$ cat src/rtl/jt12_mixacc.sv
`default_nettype none
// ============================================================================
// Module   : jt12_mixacc
// Brief    : FM operator accumulator and stereo mixer; optional saturation
//            limiter built when JT12_ACC_LIMIT_EN is defined.
// Revision : 1.0 - initial release
// ============================================================================
module jt12_mixacc #(
    parameter int CH   = 6,
    parameter int OPW  = 9,
    parameter int MIXW = 12
) (
    input  logic                             clk,
    input  logic                             rst,
    input  logic                             clk_en,
    input  logic                             frame_start,
    input  logic signed [OPW-1:0]            op_result,
    input  logic        [2:0]                alg,
    input  logic        [1:0]                rl,
    input  logic                             limiter_en,
    input  logic                             pcm_en,
    input  logic        [OPW-1:0]            pcm,
    output logic signed [MIXW-1:0]           left,
    output logic signed [MIXW-1:0]           right,
    output logic                             sample,
    output logic signed [OPW-1:0]            mux_out,
    output logic        [$clog2(CH)-1:0]     mux_ch,
    output logic                             mux_left,
    output logic                             mux_right,
    output logic                             mux_valid
);

    localparam int              CHW     = $clog2(CH);
    localparam logic [CHW-1:0]  LAST_CH = CHW'(CH - 1);

    logic        [CHW-1:0]  r_ch;
    logic        [1:0]      r_op;
    logic signed [OPW-1:0]  r_acc [CH];
    logic signed [MIXW-1:0] r_mix_l;
    logic signed [MIXW-1:0] r_mix_r;
    logic                   r_frame_ok;

    logic        [CHW-1:0]  w_cur_ch;
    logic        [1:0]      w_cur_op;
    logic                   w_last_ch;
    logic                   w_op3;
    logic                   w_last;
    logic                   w_truncate;
    logic                   w_carrier;
    logic signed [OPW-1:0]  w_acc_cur;
    logic signed [OPW:0]    w_sum;
    logic signed [OPW-1:0]  w_sum_lim;
    logic signed [OPW-1:0]  w_acc_next;
    logic signed [OPW-1:0]  w_total;
    logic signed [MIXW-1:0] w_total_ext;
    logic signed [MIXW-1:0] w_mix_l_next;
    logic signed [MIXW-1:0] w_mix_r_next;

    // frame_start forces the current input to slot 0 (op 0, ch 0)
    assign w_cur_ch   = frame_start ? '0 : r_ch;
    assign w_cur_op   = frame_start ? 2'd0 : r_op;
    assign w_last_ch  = (w_cur_ch == LAST_CH);
    assign w_op3      = (w_cur_op == 2'd3);
    assign w_last     = w_op3 && w_last_ch;
    assign w_truncate = frame_start && ((r_ch != '0) || (r_op != 2'd0));

    always_comb begin
        w_carrier = 1'b0;
        case (w_cur_op)
            2'd0:    w_carrier = (alg == 3'd7);
            2'd1:    w_carrier = (alg >= 3'd4);
            2'd2:    w_carrier = (alg >= 3'd5);
            default: w_carrier = 1'b1;
        endcase
    end

    assign w_acc_cur = r_acc[w_cur_ch];
    assign w_sum     = {w_acc_cur[OPW-1], w_acc_cur} + {op_result[OPW-1], op_result};

`ifdef JT12_ACC_LIMIT_EN
    logic w_ovf;
    assign w_ovf = w_sum[OPW] ^ w_sum[OPW-1];
    always_comb begin
        w_sum_lim = w_sum[OPW-1:0];
        if (limiter_en && w_ovf)
            w_sum_lim = w_sum[OPW] ? {1'b1, {(OPW-1){1'b0}}} : {1'b0, {(OPW-1){1'b1}}};
    end
`else
    logic [1:0] w_unused_bits;
    assign w_unused_bits = {limiter_en, w_sum[OPW]};
    assign w_sum_lim     = w_sum[OPW-1:0];
`endif

    always_comb begin
        w_acc_next = w_acc_cur;
        if (w_cur_op == 2'd0)
            w_acc_next = w_carrier ? op_result : '0;
        else if (w_carrier)
            w_acc_next = w_sum_lim;
    end

    // PCM is offset-binary: flipping the MSB yields two's complement
    assign w_total      = (pcm_en && w_last_ch) ? {~pcm[OPW-1], pcm[OPW-2:0]} : w_acc_next;
    assign w_total_ext  = {{(MIXW-OPW){w_total[OPW-1]}}, w_total};
    assign w_mix_l_next = (rl[1] ? w_total_ext : '0) + ((w_cur_ch == '0) ? '0 : r_mix_l);
    assign w_mix_r_next = (rl[0] ? w_total_ext : '0) + ((w_cur_ch == '0) ? '0 : r_mix_r);

    always_ff @(posedge clk) begin
        if (rst) begin
            r_ch       <= '0;
            r_op       <= 2'd0;
            for (int i = 0; i < CH; i++) r_acc[i] <= '0;
            r_mix_l    <= '0;
            r_mix_r    <= '0;
            r_frame_ok <= 1'b1;
            left       <= '0;
            right      <= '0;
            sample     <= 1'b0;
            mux_out    <= '0;
            mux_ch     <= '0;
            mux_left   <= 1'b0;
            mux_right  <= 1'b0;
            mux_valid  <= 1'b0;
        end else if (clk_en) begin
            if (w_last_ch) begin
                r_ch <= '0;
                r_op <= w_cur_op + 2'd1;
            end else begin
                r_ch <= w_cur_ch + CHW'(1);
                r_op <= w_cur_op;
            end
            r_acc[w_cur_ch] <= w_acc_next;
            mux_valid       <= w_op3;
            sample          <= 1'b0;
            if (w_truncate)
                r_frame_ok <= 1'b0;
            if (w_op3) begin
                mux_out   <= w_total;
                mux_ch    <= w_cur_ch;
                mux_left  <= rl[1];
                mux_right <= rl[0];
                r_mix_l   <= w_mix_l_next;
                r_mix_r   <= w_mix_r_next;
                // A mix restarted at ch 0 is a consistent frame again
                if (w_cur_ch == '0)
                    r_frame_ok <= 1'b1;
            end
            if (w_last && r_frame_ok) begin
                left   <= w_mix_l_next;
                right  <= w_mix_r_next;
                sample <= 1'b1;
            end
        end
    end

endmodule
`default_nettype wire

$ cat config.mk
export PLATFORM = sky130hd
export DESIGN_NAME = jt12_mixacc
export DESIGN_NICKNAME = d
export VERILOG_FILES = /design/src/rtl/jt12_mixacc.sv
export SDC_FILE = /design/constraint.sdc
export NUM_CORES = 1
export LEC_CHECK = 0
export ABC_AREA = 1
export BUFFER_PORTS_ARGS = -buffer_cell sky130_fd_sc_hd__buf_4
export CORE_MARGIN = 10
export CORE_UTILIZATION = 57
export DETAILED_ROUTE_END_ITERATION = 10
export GPL_TIMING_DRIVEN = 0
export PLACE_DENSITY = 0.84
export SKIP_LAST_GASP = 1
export SLEW_MARGIN = 20
export SYNTH_ARGS = -nofsm -noshare
export SYNTH_HDL_FRONTEND = slang
export SYNTH_SLANG_ARGS = --single-unit
$ cat constraint.sdc
create_clock -name clk -period 5.24 [get_ports clk]
set_input_delay 0.524 -clock clk [delete_from_list [all_inputs] [get_ports clk]]
set_output_delay 0.524 -clock clk [all_outputs]
set_load 0.1 [all_outputs]
Word-level counts from Yosys, hierarchy flattened
Memory sizes are Yosys's and may differ from the RTL's.
Cells that the tools add are included.
W data, S select, Z words.

cells by class
  add/sub/neg operators = 5
  magnitude comparators = 2
  equal/unequal tests = 5
  multiplexer cells = 25
  bitwise gates (word level) = 1
  reductions and logical operators = 12

operators by type and width
  kind                   count
  $mux W12               4
  $mux W9                5
  $add A12 B12 Y12       2
  $mux W1                10
  $add A9 B9 Y9          1
  $mux W3                3
  $reduce_or A9 Y1       1
  $eq A3 B3 Y1 const B   2
  $ge A3 B3 Y1 const B   2
  $eq A2 B2 Y1 const B   2
  $logic_and A1 B1 Y1    4
  $mux W2                2
  $reduce_and A2 Y1      2
  $add A3 B1 Y3 const B  1
  $logic_not A3 Y1       1
  $pmux W1 S3            1
  $reduce_bool A3 Y1     1
  $add A2 B1 Y2 const B  1
  $eq A2 B1 Y1 const B   1
  $logic_not A2 Y1       1
  $reduce_bool A2 Y1     1
  $logic_or A1 B1 Y1     1
  $not A1 Y1             1

word-level totals
  bits in registers = 70
  RAM bits = 54
  input bits = 29
  logic and storage cells = 64
  memories = 1

memory list
  name   depth  width  read ports  clocked after memory_dff  wr ports  RTL line  source
  r_acc  6      9      1           0                         6         38        logic signed [OPW-1:0] r_acc [CH];

Longest topological paths before layout
Gate-level depths: netlist of run 1.

  word-level depth = 8
  gate-level depth with buffers = 34
  mapped depth without buffers = 33

Least setup slack after synthesis of run 1
No wires, ideal clock.

  path kind = input-to-reg
  from = in frame_start
  to = reg right[9]
  arrival = 4117 ps
  required time = 5179 ps
  path slack = 1062 ps
  cell stages on the path = 29
  cell sequence = nor2_4 > nand2_2 > buf_6 > o22a_1 > o211ai_2 > nand2_1 > ha_1 > inv_1 > fa_1 > inv_1 > nand3_1 > nand2_1 > a31o_2 > or2_2 > nand3_1 > nand3_1 > nand3_1 > and2_1 > nor2_1 > ha_1 > nand2_1 > o21ai_0 > a21oi_1 > nor2_1 > nor2_1 > or2_2 > nand3_1 > o211ai_1 > inv_1

between the ends
  longest elaborated chain between the ends = 8
  elaborated cells on any way between the ends = 22
  those cells by class = 2 x add/sub; 4 x eq/ne; 9 x mux; 6 x reduce/logical; 1 x memory

ends and longest elaborated chain
  what                                                 RTL line  source
  start, declared                                      16        input logic frame_start,
  $mux W3 / $mux W2 (equally long branches)            60, 61
  $mem_v2 Z6 W9, or another cell as far along          n/a
  $add A9 B9 Y9 / $pmux W1 S3 (equally long branches)  78, 69
  $mux W9 (on tied branches)                           98, 97
  $mux W9                                              96        if (w_cur_op == 2'd0)
  $mux W9                                              103       assign w_total = (pcm_en && w_last_ch) ? {~pcm[OPW-1], pcm[OPW-2:0]} : w_acc_next;
  $mux W12                                             106       assign w_mix_r_next = (rl[0] ? w_total_ext : '0) + ((w_cur_ch == '0) ? '0 : r_mix_r);
  $add A12 B12 Y12                                     106
  end signal, assigned                                 150       right <= w_mix_r_next;
  end, declared                                        24        output logic signed [MIXW-1:0] right,

Several ways; a longest one is shown, not always the timed one.
A chain may end at the register's enable or synchronous reset.

Worst setup path in the final report of run 1
  from = reg r_ch[0]
  to = reg r_mix_l[11]

between the ends
  longest elaborated chain between the ends = 8
  elaborated cells on any way between the ends = 12
  those cells by class = 2 x add/sub; 1 x eq/ne; 6 x mux; 2 x reduce/logical; 1 x memory

ends and longest elaborated chain
  what                    RTL line  source
  start, declared         36        logic [CHW-1:0] r_ch;
  start signal, assigned  129       r_ch <= w_cur_ch + CHW'(1);
  $mux W3 *               60        assign w_cur_ch = frame_start ? '0 : r_ch;
  $mem_v2 Z6 W9           n/a
  $add A9 B9 Y9           78        assign w_sum = {w_acc_cur[OPW-1], w_acc_cur} + {op_result[OPW-1], op_result};
  $mux W9                 98        else if (w_carrier)
  $mux W9                 96
  $mux W9                 103
  $mux W12                105       assign w_mix_l_next = (rl[1] ? w_total_ext : '0) + ((w_cur_ch == '0) ? '0 : r_mix_l);
  $add A12 B12 Y12 *      105
  end signal, assigned    142       r_mix_l <= w_mix_l_next;
  end, declared           39        logic signed [MIXW-1:0] r_mix_l;

Every way passes the cells marked *; elsewhere a longest branch is shown, timed or not.

==> results.json, run 1 <==
{
  "outcome": "finished clean",
  "synthCells": 969,
  "grt_max_degree": 17,
  "die_area_sq_mm": 0.0187,
  "final_antenna_net_count": 0,
  "drt_iter0_markers": 930,
  "min-delay-start": "pcm[6]",
  "slowest_delay_ns": 0.40,
  "ys_types": 45,
  "core_area_sq_mm": 0.0133,
  "clock_path_buffers": 2,
  "period_share_pct": 92.5,
  "cp-startpoint": "r_ch[0]$_SDFFE_PP0P_",
  "postLayoutCellArea_sq_mm": 0.00913,
  "wl_per_cell_microns": 17.4,
  "p_total_uw": 2610,
  "synth_largest_area_cell": "edfxtp_1",
  "drc": 0,
  "start_util_pct": 58.6,
  "worstPathArrival_ns": 5.22,
  "utilization_pct": 68.7,
  "required_ns": 5.61,
  "criticalPathCategory": "flop to flop",
  "startpoint_type": "flop",
  "setup_ws_ns": 0.394,
  "dr.pass1.iters": 5,
  "p_leak_uw": 0.00412,
  "io_pins": 69,
  "drive_gt1_share_pct": 15.4,
  "grt_pass1_wl_mm": 34.0,
  "power.density_mw_per_mm2": 286,
  "place.gp.congestion": 0.914,
  "tightest_slew_ns": 0.899,
  "ys_top_cells_by_area": "edfxtp_1, dfxtp_1, nand2_1",
  "place_area_sq_mm": 0.00851,
  "cts_hold_buf": 0,
  "cts_tree": "done",
  "fmax_mhz": 206,
  "rsz0062_at_grt": "true",
  "hpwl_mm": 15.8,
  "fp.dieW_microns": 137,
  "cp-end-kind": "flop",
  "fin_skew_ns": 0.00756,
  "finalSetupViolCount": 0,
  "port_buffers": 66,
  "cp_common_cell": "nand2_1",
  "antenna_found_initial": 0,
  "vias": 7158,
  "slew_viol_final": 0,
  "overflow": 0,
  "yosys_warnings": 0,
  "clock_sinks": 142,
  "cts_buffers": 17,
  "post-place-ws_ns": -0.0615,
  "ir_drop_uv": 199,
  "min-delay-path-class": "primary input to flop",
  "finalHoldViolations": 0,
  "via_per_inst": 5.75,
  "async_flop_share_pct": 0,
  "synth-main-ff-cell": "edfxtp_1",
  "min_period_ns": 4.85,
  "h-tree-depth": 4,
  "layout_commonest_cell": "nand2_1",
  "slowest_stage": "fa_1",
  "yosys_register_bits": 142,
  "maxCapViolCount": 0,
  "clock_latency_ns": 0.44,
  "cts_root_buf": "clkbuf_16",
  "drt-total-wl_mm": 21.7,
  "final_cell_mix": "nand2_1, nor2_1, inv_1, edfxtp_1, buf_4",
  "syn_area_sq_mm": 0.00779,
  "grt_use_total_pct": 23.2,
  "avgSynthCellArea_sq_um": 8.04,
  "syn_nets": 1037,
  "max_slew_margin_pct": 39.9,
  "clk_pin_slew_ns": 0.06,
  "final_nets": 1124,
  "synth_edf_count": 72,
  "path_max_fanout": 10,
  "yosysSeqAreaShare_pct": 45.7,
  "syn_to_final_growth_pct": 17.2,
  "fp.dieH_microns": 137,
  "diodes": 0,
  "rows": 42,
  "r2r_start": "r_ch[0]$_SDFFE_PP0P_",
  "grt_pass1_vias": 6724,
  "synth_top_area_share_pct": 27.7
}
area by class of cell:
cell class                 instances  area, sq um
buffer                            32          146
sequential                       142         3560
tap                              176          220
clock inverter                    15          155
fill                            1066         4160
inverter                         127          477
clock buffer                      17          425
timing repair buffer              68          510
multi-input combinational        668         3630
flip-flops by register name (all words and copies together) (netlist names), 3 cells and up:
signal / count
left: 12
mux_ch: 3
mux_out: 9
r_acc: 72
r_ch: 3
r_mix_l: 12
r_mix_r: 12
right: 12
report_power, final:
| part | leakage, uW | internal (uW) | switching, uW |
|---|---|---|---|
| clock | 0.000279 | 668 | 522 |
| sequential | 0.00127 | 1190 | 7.98 |
| combinational | 0.00257 | 75.7 | 148 |
| total | 0.00412 | 1930 | 678 |
critical path: cells and delay by family (launching register included):
| kind | cells | cell delay [ns] |
|---|---|---|
| XOR/XNOR | 1 | 0.20 |
| AND/OR/NAND/NOR | 20 | 2.36 |
| adder cells (fa/ha/maj) | 3 | 0.97 |
| AO/OA/AOI/OAI | 2 | 0.26 |
| buffers and inverters | 6 | 0.58 |
| flip-flops | 1 | 0.39 |
cell families (layout without fill, tap and decap cells):
logic type	count (synthesis)	after routing	synth area share [%]
flip-flops	142	142	45.7
AND/OR/NAND/NOR	441	441	25.0
AO/OA/AOI/OAI	166	166	12.3
adder cells (fa/ha/maj)	39	39	6.55
XOR/XNOR	22	22	2.47
buffers and inverters	159	259	7.92
what timing repair did:
item | CTS | global route
buffers inserted | 0 | 2
resized for setup | 0 | 13
endpoints found under the setup margin | 0 | 14
synthesized netlist by cell type, types with 3 or more instances:
master    count
nand2_2       5
ha_1         36
a211oi_1      3
fa_1          3
xor2_1       12
nor2_4        3
xnor2_1      10
inv_1       113
nand3_2       5
a21oi_1      61
or2_0         5
nand4_1      14
o22a_1        6
inv_2        11
nand2_1     159
or2_2        12
nand3_1      60
o21ai_1       7
o21ai_2       3
o21ai_0      48
nor3_1        7
or2_1         4
clkbuf_1     19
o211ai_1     11
nor2_1      157
buf_2        10
edfxtp_1     72
clkinv_1      3
dfxtp_1      70
o22ai_1      17
nand2_4       4
final timing paths:
kind	slack (ns)	endpoint	depth (start not counted)
max	0.39	r_mix_l[11]$_SDFFE_PP0P_	32
min	0.44	mux_out[6]$_SDFFE_PP0P_	5
max reg2reg	0.39	r_mix_l[11]$_SDFFE_PP0P_	32
min reg2reg	0.46	r_mix_l[0]$_SDFFE_PP0P_	2
metal layers:
| metal | part of all wire, % | vias up | track usage, % |
|---|---|---|---|
| li1 | - | 3388 | - |
| met1 | 41 | 3329 | 29.8 |
| met2 | 45 | 383 | 36.2 |
| met3 | 10 | 58 | 6.63 |
| met4 | 2.9 | 0 | 9.43 |
| met5 | 0 | - | 0 |
through the flow:
step	std cells	hold slack (ns)	TNS, ns
final	1245	0.441	0
after detailed placement	1211	0.451	-0.113
after floorplan	969	0.430	0
after global placement	1211	0.443	0
after CTS	1243	0.427	0
after global routing	1245	0.482	0
Note: power is estimated with default switching activity, not from simulation.
==> run 2: changes to the inputs <==
--- a/config.mk
+++ b/config.mk
@@ -5,9 +5,7 @@
 export SDC_FILE = /design/constraint.sdc
 export NUM_CORES = 1
 export LEC_CHECK = 0
-export ABC_AREA = 1
 export BUFFER_PORTS_ARGS = -buffer_cell sky130_fd_sc_hd__buf_4
-export CORE_MARGIN = 10
 export CORE_UTILIZATION = 57
 export DETAILED_ROUTE_END_ITERATION = 10
 export GPL_TIMING_DRIVEN = 0
==> run 2 against run 1 <==
Clock power is 4% lower. Power hardly changed. Synthesized area is 3.0% higher. Sequential share of layout area is 2.8 points lower. Sequential power hardly changed. Final area is 7.8% higher. Largest power group unchanged. The run now ends with setup timing left.
==> results.json, run 2 <==
{
  "grt_pass1_wl_mm": 35.6,
  "die_area_sq_mm": 0.0146,
  "grt_pass1_vias": 6834,
  "ys_types": 77,
  "final_cell_mix": "nand2_1, nor2_1, buf_4, a21oi_1, edfxtp_1",
  "dr.pass1.iters": 7,
  "rows": 43,
  "synth_largest_area_cell": "edfxtp_1",
  "finalHoldViolations": 0,
  "r2r.worst_path.cells": 22,
  "async_flop_share_pct": 0,
  "multi_input_comb_area_sq_mm": 0.00443,
  "drt-total-wl_mm": 23.9,
  "vias": 7414,
  "start_util_pct": 58.1,
  "synth-main-ff-cell": "edfxtp_1",
  "fp.dieH_microns": 121,
  "slowest_delay_ns": 0.50,
  "n_fill_cell": 917,
  "p_leak_uw": 0.00367,
  "syn_to_final_growth_pct": 22.6,
  "period_share_pct": 102,
  "rsz0062_at_grt": "true",
  "min-delay-path-class": "flop to flop",
  "cts_buffers": 17,
  "rr_endpoint": "right[11]$_SDFFE_PP0P_",
  "final_antenna_net_count": 0,
  "startpoint_type": "flop",
  "via_per_inst": 6.36,
  "cp-endpoint": "right[11]$_SDFFE_PP0P_",
  "port_buffers": 66,
  "clock_path_buffers": 2,
  "maxCapViolCount": 0,
  "yosys_warnings": 0,
  "worstPathArrival_ns": 5.61,
  "power.density_mw_per_mm2": 265,
  "largest-register": "r_acc",
  "drt_iter0_markers": 781,
  "synth_edf_count": 72,
  "finalSetupViolCount": 2,
  "tightest_slew_ns": 0.766,
  "slew_viol_final": 0,
  "slowest_stage": "dfxtp_1",
  "h-tree-depth": 4,
  "drive_gt1_share_pct": 23.4,
  "crit_chain": "clkinv_2, mux4_2, o21ai_2, ha_2, inv_2, fa_2, nand3b_1, a21oi_2, o21a_1, or3_4, nand3_2, a31o_4, nand2_4, and3_4, ha_4, a2111oi_4, o21ai_2, a41oi_4, o21a_1, o211ai_1, a221oi_1, a211oi_1",
  "yosysSeqAreaShare_pct": 44.4,
  "violations": "setup timing",
  "r2r_slack_ns": -0.08,
  "fp.dieW_microns": 121,
  "cts_tree": "done",
  "criticalPathCategory": "flop to flop",
  "overflow": 0,
  "synth_top_area_share_pct": 26.9,
  "largest_reg_flops": 72,
  "diodes": 0,
  "yosys_register_bits": 142,
  "fin_skew_ns": 0.00889,
  "drc": 0,
  "cp-startpoint": "r_ch[2]$_SDFFE_PP0P_",
  "seq_area_sq_mm": 0.00357,
  "clk_pin_slew_ns": 0.07,
  "wl_per_cell_microns": 20.5,
  "postLayoutCellArea_sq_mm": 0.00984,
  "avgSynthCellArea_sq_um": 9.30,
  "cts_root_buf": "clkbuf_16",
  "place_area_sq_mm": 0.00877,
  "setup_ws_ns": -0.0798,
  "io_pins": 69,
  "ys_top_cells_by_area": "edfxtp_1, dfxtp_1, ha_1",
  "final_nets": 1040,
  "place.gp.congestion": 0.940,
  "r2r_start": "r_ch[2]$_SDFFE_PP0P_",
  "ir_drop_uv": 244,
  "clock_latency_ns": 0.43,
  "grt_use_total_pct": 32.4,
  "clock_sinks": 142,
  "core_area_sq_mm": 0.0138,
  "path_max_fanout": 9,
  "outcome": "finished, violations left",
  "synthCells": 863,
  "setup_tns_ns": -0.105,
  "syn_area_sq_mm": 0.00803,
  "min_period_ns": 5.32,
  "utilization_pct": 71.2,
  "antenna_found_initial": 0,
  "hpwl_mm": 15.7,
  "fmax_mhz": 188,
  "grt_max_degree": 17,
  "required_ns": 5.53,
  "syn_nets": 931,
  "cp-end-kind": "flop",
  "ys_top_cells_by_count": "nand2_1, nor2_1, a21oi_1",
  "max_slew_margin_pct": 48.7,
  "yosysMostFrequentCell": "nand2_1",
  "layout_commonest_cell": "nand2_1"
}
[run 2: per-stage QoR]
step / setup WS, ns / hold slack (ns) / instances / total power [uW]
final: -0.0798 / 0.450 / 1165 / 2610
after global routing: -0.292 / 0.465 / 1165 / 2670
after floorplan: 0.0529 / 0.432 / 863 / 1370
after global placement: -0.999 / 0.438 / 1109 / 1440
after detailed placement: -1.23 / 0.442 / 1110 / 1440
after CTS: 0.00393 / 0.436 / 1152 / 2580
[run 2: cell families (layout without fill, tap and decap cells)]
| logic type | after synthesis | after routing | synth area share [%] |
|---|---|---|---|
| adders and majority gates | 39 | 39 | 6.36 |
| muxes | 23 | 23 | 4.05 |
| AOI/OAI and AO/OA | 215 | 215 | 18.2 |
| buffers and inverters | 73 | 195 | 4.36 |
| xor gates and xnor gates | 17 | 17 | 1.85 |
| DFF | 142 | 142 | 44.4 |
| and+or+nand+nor | 354 | 354 | 20.8 |
[run 2: worst max-delay path: cells and delay by family (launching register included)]
kind / cells / cell delay, ns
flops: 1 / 0.50
mux: 1 / 0.37
simple gates: 5 / 0.69
fa+ha+maj: 3 / 0.83
compound gates: 11 / 2.46
buf+inv: 2 / 0.31
[run 2: report_power, final]
group | internal, uW | switching (uW)
sequential | 1180 | 7.87
clock | 619 | 521
combinational | 117 | 163
[run 2: how the worst min path moves through the flow]
stage / start / end / slack (ns) / cells after the start
after floorplan: r_mix_l[0]$_SDFFE_PP0P_ / r_mix_l[0]$_SDFFE_PP0P_ / 0.43 / 2
after global placement: r_mix_l[9]$_SDFFE_PP0P_ / r_mix_l[9]$_SDFFE_PP0P_ / 0.44 / 2
after detailed placement: r_mix_r[8]$_SDFFE_PP0P_ / r_mix_r[8]$_SDFFE_PP0P_ / 0.44 / 2
after CTS: clk_en / sample$_SDFFE_PP0P_ / 0.44 / 3
after global routing: pcm[7] / mux_out[7]$_SDFFE_PP0P_ / 0.47 / 3
final: r_mix_r[8]$_SDFFE_PP0P_ / r_mix_r[8]$_SDFFE_PP0P_ / 0.45 / 2
[run 2: repair_timing]
action,CTS,global route
endpoints found under the setup margin,24,18
pin swaps,14,33
resized for setup,31,55
setup buffers,10,15
hold buffers,0,0
[run 2: layout make-up]
cell class	count	area share, %
timing repair buffer	92	7.12
multi-input combinational	648	45.0
sequential	142	36.2
clock buffer	17	4.32
clock inverter	15	1.30
tap	180	2.29
buffer	50	2.89
inverter	21	0.814
[run 2: metal layers]
layer	wire length, microns	global-route usage (%)	up-vias
met5	0	0	-
met4	792	15.2	0
met3	2610	6.37	74
met2	11000	50.2	489
met1	9540	43.7	3526
li1	-	-	3325
==> run 3: changes to the inputs <==
--- a/config.mk
+++ b/config.mk
@@ -5,7 +5,7 @@
 export SDC_FILE = /design/constraint.sdc
 export NUM_CORES = 1
 export LEC_CHECK = 0
-export BUFFER_PORTS_ARGS = -buffer_cell sky130_fd_sc_hd__buf_4
+export BUFFER_PORTS_ARGS = -buffer_cell sky130_fd_sc_hd__buf_2
 export CORE_UTILIZATION = 57
 export DETAILED_ROUTE_END_ITERATION = 10
 export GPL_TIMING_DRIVEN = 0
==> run 3 against run 2 <==
The run still ends with setup timing left. Power grew 1.8%. Setup slack gained 0.031 ns. Critical path depth grew 1. Final area shrank 2.7%. Global-route usage shrank 0.72 points. Via count shrank 1.3%. Largest power group is now the clock network. Register-to-register slack gained 0.03 ns. Critical path type unchanged.
==> results.json, run 3 (same netlist as run 2, synthesis figures left out) <==
{
  "finalSetupViolCount": 4,
  "outcome": "finished, violations left",
  "via_per_inst": 6.32,
  "r2r.worst_path.cells": 23,
  "drt-total-wl_mm": 23.2,
  "fin_skew_ns": 0.0124,
  "cp_num_cells": 23,
  "min-delay-path-class": "flop to flop",
  "required_ns": 5.53,
  "finalHoldViolations": 0,
  "postLayoutCellArea_sq_mm": 0.00958,
  "setup_ws_ns": -0.0489,
  "rr_endpoint": "r_mix_r[11]$_SDFFE_PP0P_",
  "violations": "setup timing",
  "slowest_stage": "ha_1",
  "worstPathArrival_ns": 5.58,
  "crit_chain": "buf_6, buf_12, buf_4, nand2b_1, a2bb2oi_1, o22ai_1, a21oi_1, ha_1, a21oi_2, o211ai_1, a31o_2, a21o_1, a211oi_2, buf_6, o21ai_1, and2_1, ha_1, a21o_1, a41oi_4, o21a_1, o211ai_1, a221oi_2, a211oi_1",
  "rsz0062_at_grt": "true",
  "fp.dieH_microns": 121,
  "largest-register": "r_acc",
  "critPathBufInv": 4,
  "hold-worst-slack_ns": 0.451,
  "cts_buffers": 17,
  "io_pins": 69,
  "syn_to_final_growth_pct": 19.3,
  "h-tree-depth": 4,
  "p_leak_uw": 0.00363,
  "final_nets": 1033,
  "grt_pass1_wl_mm": 34.7,
  "cp-endpoint": "r_mix_r[11]$_SDFFE_PP0P_",
  "drive_gt1_share_pct": 21.5,
  "place_area_sq_mm": 0.00860,
  "rows": 43,
  "cts_tree": "done",
  "slew_viol_final": 0,
  "grt_pass1_vias": 6774,
  "antenna_found_initial": 0,
  "die_area_sq_mm": 0.0146,
  "power.density_mw_per_mm2": 277,
  "clk_pin_slew_ns": 0.07,
  "final_antenna_net_count": 0,
  "core_area_sq_mm": 0.0138,
  "criticalPathCategory": "flop to flop",
  "post-place-ws_ns": -1.11,
  "diodes": 0,
  "cts_root_buf": "clkbuf_16",
  "cp-startpoint": "r_ch[1]$_SDFFE_PP0P_",
  "r2r_start": "r_ch[1]$_SDFFE_PP0P_",
  "grt_max_degree": 17,
  "drt_iter0_markers": 865,
  "largest_reg_flops": 72,
  "clock_path_buffers": 2,
  "r2r_slack_ns": -0.05,
  "port_buffers": 66,
  "wl_per_cell_microns": 20.0,
  "fmax_mhz": 189,
  "slowest_delay_ns": 0.40,
  "tightest_slew_ns": 0.796,
  "fp.dieW_microns": 121,
  "cts_hold_buf": 0,
  "dr.pass1.iters": 8,
  "maxCapViolCount": 0,
  "grt_use_total_pct": 31.7,
  "max_slew_margin_pct": 46.5,
  "cp-end-kind": "flop",
  "min-delay-start": "r_mix_r[4]$_SDFFE_PP0P_",
  "hpwl_mm": 15.7,
  "path_max_fanout": 10,
  "startpoint_type": "flop",
  "cpLargestDelayFamily": "compound AO/OA/AOI/OAI gates",
  "clock_latency_ns": 0.44,
  "ir_drop_uv": 233,
  "clock_sinks": 142,
  "min_period_ns": 5.29,
  "setup_tns_ns": -0.130,
  "vias": 7317,
  "layout_commonest_cell": "nand2_1",
  "start_util_pct": 58.1,
  "utilization_pct": 69.3,
  "drc": 0,
  "period_share_pct": 101,
  "overflow": 0,
  "place.gp.congestion": 0.926,
  "final_cell_mix": "nand2_1, nor2_1, edfxtp_1, buf_2, a21oi_1"
}
==> run 3: cell count changes in the layout (fill, tap and decap cells not counted), moves of 2 or more <==
cell,before,now
buf_6,4,6
ha_1,27,32
inv_6,7,3
buf_4,91,19
ha_4,4,2
inv_8,1,5
ha_2,5,2
a21oi_2,8,10
buf_12,4,2
clkinvlp_4,5,2
buf_2,5,71
o21ai_0,16,18
==> run 3: layout make-up <==
class                      instances  area, sq um
fill                             987         4250
clock inverter                    15          170
sequential                       142         3560
inverter                          21         80.1
buffer                            51          283
clock buffer                      17          425
multi-input combinational        648         4360
tap                              180          225
timing repair buffer              84          465
==> run 3: report_power, final <==
| part | total [uW] | switching [uW] | internal (uW) | leakage [uW] |
|---|---|---|---|---|
| registers | 1190 | 7.52 | 1180 | 0.00126 |
| logic | 255 | 156 | 98.3 | 0.00208 |
| clock network | 1210 | 536 | 678 | 0.000287 |
| total | 2660 | 700 | 1960 | 0.00363 |
==> run 3: how the worst min path moves through the flow <==
stage                                   end  slack, ns  cells past startpoint
CTS                 r_mix_r[5]$_SDFFE_PP0P_       0.45                      2
floorplan           r_mix_l[0]$_SDFFE_PP0P_       0.43                      2
global placement    r_mix_r[9]$_SDFFE_PP0P_       0.44                      2
global route        r_mix_r[7]$_SDFFE_PP0P_       0.47                      2
detailed placement  r_mix_l[9]$_SDFFE_PP0P_       0.44                      2
finish              r_mix_r[4]$_SDFFE_PP0P_       0.45                      2
==> run 3: metal layers <==
| metal | track usage [%] | wire, microns | vias up |
|---|---|---|---|
| li1 | - | - | 3312 |
| met1 | 42.3 | 9390 | 3430 |
| met2 | 48.6 | 10300 | 491 |
| met3 | 7.83 | 2580 | 84 |
| met4 | 14.4 | 894 | 0 |
| met5 | 0 | 0 | - |
==> run 3: stage by stage <==
step	cells	power [uW]
6_report	1158	2660
3_3_place_gp	1109	1430
2_1_floorplan	863	1370
4_1_cts	1148	2640
5_1_grt	1158	2710
3_5_place_dp	1110	1440
==> run 3: repair_timing <==
action | CTS | global route
buffers inserted | 6 | 11
hold endpoints to repair | 0 | 0
resized for setup | 22 | 42
endpoints found under the setup margin | 23 | 18
pin swaps | 10 | 30
==> run 3: worst reg2reg max path, delay by kind of cell, from the launching register on <==
kind,cells,cell delay (ns)
AOI/OAI and AO/OA,15,3.14
adders and majority gates,2,0.73
buffers and inverters,4,0.58
DFF,1,0.33
and+or+nand+nor,2,0.37
